$ cat config.mk
export PLATFORM = sky130hd
export DESIGN_NAME = alu_ctrl_seq
export DESIGN_NICKNAME = d
export VERILOG_FILES = /design/src/rtl/alu_ctrl_seq.sv
export SDC_FILE = /design/constraint.sdc
export NUM_CORES = 1
export LEC_CHECK = 0
export ABC_AREA = 1
export BUFFER_PORTS_ARGS = -buffer_cell sky130_fd_sc_hd__buf_2
export CORE_MARGIN = 3
export CORE_UTILIZATION = 46
export DETAILED_ROUTE_END_ITERATION = 7
export PLACE_DENSITY = 0.76
export SLEW_MARGIN = 15
export SYNTH_ARGS = -nofsm -noshare
export SYNTH_HDL_FRONTEND = slang
export SYNTH_SLANG_ARGS = --single-unit
$ cat constraint.sdc
create_clock -name clk -period 1.6 [get_ports clk]
set_clock_uncertainty 0.05 [all_clocks]
set_input_delay 0.32 -clock clk [delete_from_list [all_inputs] [get_ports clk]]
set_output_delay 0.32 -clock clk [all_outputs]
set_load 0.05 [all_outputs]
$ cat src/rtl/alu_ctrl_seq.sv
// alu_ctrl_seq: decodes a one-hot mode vector plus opcode into an ALU select,
// holds it behind a valid/ready handshake and sequences multi-beat ops.
module alu_ctrl_seq #(
    parameter int OP_W   = 5,
    parameter int SEL_W  = 3,
    parameter int SEL_M1 = 0,
    parameter int SEL_M2 = 4,
    parameter int SEL_M3 = 7,
    parameter int SEL_M4 = 4,
    parameter int MC_SEL = 6,
    parameter int ITER_N = 4,
    parameter int CNT_W  = $clog2(ITER_N)
) (
    input  logic             clk,
    input  logic             rst_n,
    input  logic             flush,
    input  logic             in_valid,
    output logic             in_ready,
    input  logic [OP_W-1:0]  op_code,
    input  logic [4:0]       alu_code,
    output logic             out_valid,
    input  logic             out_ready,
    output logic [SEL_W-1:0] out_sel,
    output logic [CNT_W-1:0] out_beat,
    output logic             out_last,
    output logic             busy,
    output logic             err
);

    localparam logic [SEL_W-1:0] SEL_M1_C  = SEL_W'(SEL_M1);
    localparam logic [SEL_W-1:0] SEL_M2_C  = SEL_W'(SEL_M2);
    localparam logic [SEL_W-1:0] SEL_M3_C  = SEL_W'(SEL_M3);
    localparam logic [SEL_W-1:0] SEL_M4_C  = SEL_W'(SEL_M4);
    localparam logic [SEL_W-1:0] MC_SEL_C  = SEL_W'(MC_SEL);
    localparam logic [CNT_W-1:0] LAST_BEAT = CNT_W'(ITER_N - 1);

    typedef enum logic {
        S_IDLE  = 1'b0,
        S_ISSUE = 1'b1
    } state_t;

    state_t           state_q, state_d;
    logic [SEL_W-1:0] sel_q, sel_d;
    logic [CNT_W-1:0] beat_q, beat_d;
    logic             last_q, last_d;
    logic             err_q, err_d;

    logic [SEL_W-1:0] dec_sel;
    logic             dec_legal;
    logic             dec_multi;
    logic             accept;
    logic             complete;
    logic [CNT_W-1:0] beat_inc;
    logic             unused_op_hi;

    // Only the low SEL_W opcode bits matter; the rest are deliberately ignored.
    assign unused_op_hi = ^op_code;

    // Mode decode: R-type passes opcode bits through, other modes use fixed selects.
    always_comb begin
        dec_sel   = '0;
        dec_legal = 1'b1;
        dec_multi = 1'b0;
        case (alu_code)
            5'b00001: begin
                dec_sel   = op_code[SEL_W-1:0];
                dec_multi = (op_code[SEL_W-1:0] == MC_SEL_C);
            end
            5'b00010: dec_sel = SEL_M1_C;
            5'b00100: dec_sel = SEL_M2_C;
            5'b01000: dec_sel = SEL_M3_C;
            5'b10000: dec_sel = SEL_M4_C;
            default:  dec_legal = 1'b0;
        endcase
    end

    assign out_valid = (state_q == S_ISSUE);
    assign busy      = (state_q != S_IDLE);
    assign out_sel   = sel_q;
    assign out_beat  = beat_q;
    assign out_last  = last_q;
    assign err       = err_q;
    assign complete  = out_valid & out_ready & last_q;
    // Flush blocks acceptance so a request in the flush cycle is simply ignored.
    assign in_ready  = ~flush & ((state_q == S_IDLE) | complete);
    assign accept    = in_valid & in_ready;
    assign beat_inc  = beat_q + CNT_W'(1);

    // Next-state logic: beat sequencing, op loading, error pulse and flush.
    always_comb begin
        state_d = state_q;
        sel_d   = sel_q;
        beat_d  = beat_q;
        last_d  = last_q;
        err_d   = 1'b0;
        if (flush) begin
            state_d = S_IDLE;
            beat_d  = '0;
            last_d  = 1'b0;
        end else begin
            case (state_q)
                S_IDLE: begin
                    if (accept) begin
                        if (dec_legal) begin
                            state_d = S_ISSUE;
                            sel_d   = dec_sel;
                            beat_d  = '0;
                            last_d  = ~dec_multi;
                        end else begin
                            err_d = 1'b1;
                        end
                    end
                end
                S_ISSUE: begin
                    if (out_ready) begin
                        if (!last_q) begin
                            beat_d = beat_inc;
                            last_d = (beat_inc == LAST_BEAT);
                        end else if (accept && dec_legal) begin
                            // Back-to-back: next op's first beat follows without a bubble.
                            sel_d  = dec_sel;
                            beat_d = '0;
                            last_d = ~dec_multi;
                        end else begin
                            state_d = S_IDLE;
                            beat_d  = '0;
                            last_d  = 1'b0;
                            err_d   = accept;
                        end
                    end
                end
                default: state_d = S_IDLE;
            endcase
        end
    end

    // State and output registers with asynchronous active-low reset.
    always_ff @(posedge clk or negedge rst_n) begin
        if (!rst_n) begin
            state_q <= S_IDLE;
            sel_q   <= '0;
            beat_q  <= '0;
            last_q  <= 1'b0;
            err_q   <= 1'b0;
        end else begin
            state_q <= state_d;
            sel_q   <= sel_d;
            beat_q  <= beat_d;
            last_q  <= last_d;
            err_q   <= err_d;
        end
    end

endmodule
==> flow_summary.json <==
{
  "ios": 25,
  "hold_violations": 0,
  "worst_pin_slew_ns": 0.253,
  "rsz0062_at_grt": "no",
  "drv_cap": 0,
  "die_w_um": 43.3,
  "grt_overflow": 0,
  "cts.sinks": 8,
  "drv_slew": 0,
  "worstPathMaxFanout": 6,
  "areaGrowthSynthToFinish_pct": 25.6,
  "antenna_found_initial": 0,
  "crit_required_ns": 1.23,
  "arrival_ns": 1.16,
  "drtIter0Drc": 8,
  "crit_path_start_kind": "flip-flop",
  "layout-drive-gt1-share": 0.378,
  "fin_crit_sh": 0.955,
  "final_nets": 137,
  "dr.pass1.iters": 4,
  "p_leak_nw": 0.498,
  "clk_pin_slew_ns": 0.06,
  "synth_top_area_cell": "dfrtp_1",
  "grt_max_degree": 9,
  "mostFrequentLayoutCells": "31 x nand2_1, 21 x buf_2, 10 x inv_1",
  "cts_made_buffers": 3,
  "synthCells": 94,
  "start_util": 0.532,
  "drc": 0,
  "synth-seq-area-share": 0.313,
  "root_buffer": "clkbuf_4",
  "ant_nets": 0,
  "cpPeakStageDelay_ns": 0.45,
  "vias": 645,
  "syn_nets": 110,
  "finalNonFillerCells": 133,
  "grt_usage": 0.173,
  "n_fill_cell": 121,
  "viasPerCell": 4.85,
  "finalSetupViolCount": 0,
  "dp.cells": 129,
  "std_cell_rows": 12,
  "ys_top_cells_by_area": "dfrtp_1 31%, nand2_1 18%, inv_1 5.9%, nand3_1 5.5%, nor2_1 5.3%",
  "dieHeight_um": 43.3,
  "critical_path.cell_chain": "inv_4, a21oi_2, nor2_4, buf_6",
  "drt-total-wl_um": 1360,
  "cts_htree_levels": 1,
  "grtUsageMet1": 0.222,
  "dieArea_um2": 1870,
  "wl_per_cell_um": 10.2,
  "syn_area_um2": 639,
  "post_cts_buffers": 0,
  "worst-path-buf-inv": 2,
  "grt-busiest-layer": "met2",
  "grt_use_met2": 0.280,
  "endpoint_kind": "output pin",
  "portBuffers": 22,
  "synth_seq_cells": 8,
  "critPathTopFamily": "flip-flops",
  "fmax_ghz": 0.654,
  "clock_latency_ns": 0.26,
  "dpl.hpwl_um": 1120,
  "gp_congestion": 0.809,
  "irDropWorstVdd_uv": 563,
  "maxSlewHeadroom": 0.833,
  "critPathKind": "flip-flop to output pin",
  "coreArea_um2": 1200,
  "grt_pass1_wl_um": 2480,
  "hp-class": "input pin to flip-flop",
  "status": "completed",
  "layout_commonest_cell": "nand2_1",
  "crit_path_top_delay_cell": "dfrtp_2",
  "cts_tree": "yes",
  "netlist.area_leader.share": 0.313,
  "avgSynthCellArea_um2": 6.80,
  "synth_warnings": 0,
  "ctsLongestPathBuffers": 2,
  "tns_ns": 0,
  "powerDensity_nw_per_um2": 708,
  "period_needed_ns": 1.53,
  "antenna_cells": 0,
  "met3_usage": 0.0678,
  "synth_cell_types": 20,
  "grt_pass1_vias": 598
}
[state kept, by name (all words and copies together) (netlist names)]
register	count
busy	1
err	1
out_beat	2
out_last	1
out_sel	3
[logic make-up after synthesis]
family	share of synthesized area
buffers and inverters	0.0998
adder cells (fa/ha/maj)	0.0196
AO/OA/AOI/OAI	0.0568
AND/OR/NAND/NOR	0.511
flip-flops	0.313
[through the flow]
step / setup slack (ns) / util / total power [mW] / hold slack [ns] / cell area [um2]
finish: 0.0712 / 0.669 / 0.569 / 0.268 / 803
global route: 0.00882 / 0.669 / 0.610 / 0.282 / 803
CTS: 0.0202 / 0.664 / 0.574 / 0.265 / 797
detailed placement: 0.238 / 0.634 / 0.413 / 0.123 / 762
global placement: 0.248 / 0.634 / 0.411 / 0.118 / 762
floorplan: 0.00333 / - / 0.357 / -0.0256 / 642
[Yosys cell counts]
library cell / instances
nand2_1: 31
nor2_2: 1
nand2_2: 2
a31oi_1: 1
nor3_1: 2
nand3b_1: 1
nand3_1: 7
nand3_2: 3
nor2_4: 3
o21bai_1: 1
o21ai_0: 1
inv_2: 5
buf_4: 1
dfrtp_1: 8
ha_1: 1
nand4_1: 3
inv_1: 10
a21oi_2: 2
nor2_1: 9
nand2_4: 2
[tightest hold or removal path: cells and delay by family]
kind | cells | cell delay, ns
buffers and inverters | 1 | 0.11
and+or+nand+nor | 2 | 0.10
[power breakdown]
part           switching [mW]  internal, mW
Clock                  0.0682        0.0858
Sequential             0.0104         0.215
Combinational           0.133        0.0563
[path summary, 6_finish.rpt]
| path | from | to | slack, ns | cells after the start |
|---|---|---|---|---|
| min reg2reg | out_sel[1] | out_sel[1] | 0.42 | 2 |
| min in group asynchronous | rst_n | err | 0.38 | 2 |
| max | busy | in_ready | 0.07 | 4 |
| max in group asynchronous | rst_n | out_last | 0.92 | 2 |
| min | in_valid | err | 0.27 | 3 |
| max reg2reg | busy | out_last | 0.31 | 8 |
[layout make-up]
cell class / instances / area, um2 / area share
Multi-Input combinational cell: 70 / 375 / 0.467
Sequential cell: 8 / 203 / 0.252
Timing Repair Buffer: 23 / 126 / 0.157
Inverter: 15 / 58.8 / 0.0732
Clock buffer: 3 / 22.5 / 0.0280
Tap cell: 14 / 17.5 / 0.0218
[routing by layer]
metal  routed length, um  vias to the layer above
li1                    -                      346
met1                 619                      281
met2                 641                       18
met3                  95                        0
met4                   0                        0
met5                   0                        -
[what timing repair did]
action	in CTS	in global routing
hold endpoints to repair	8	0
resized for setup	1	2
hold buffers	1	0
setup endpoints to repair	1	1
(Power assumes the default switching activity.)
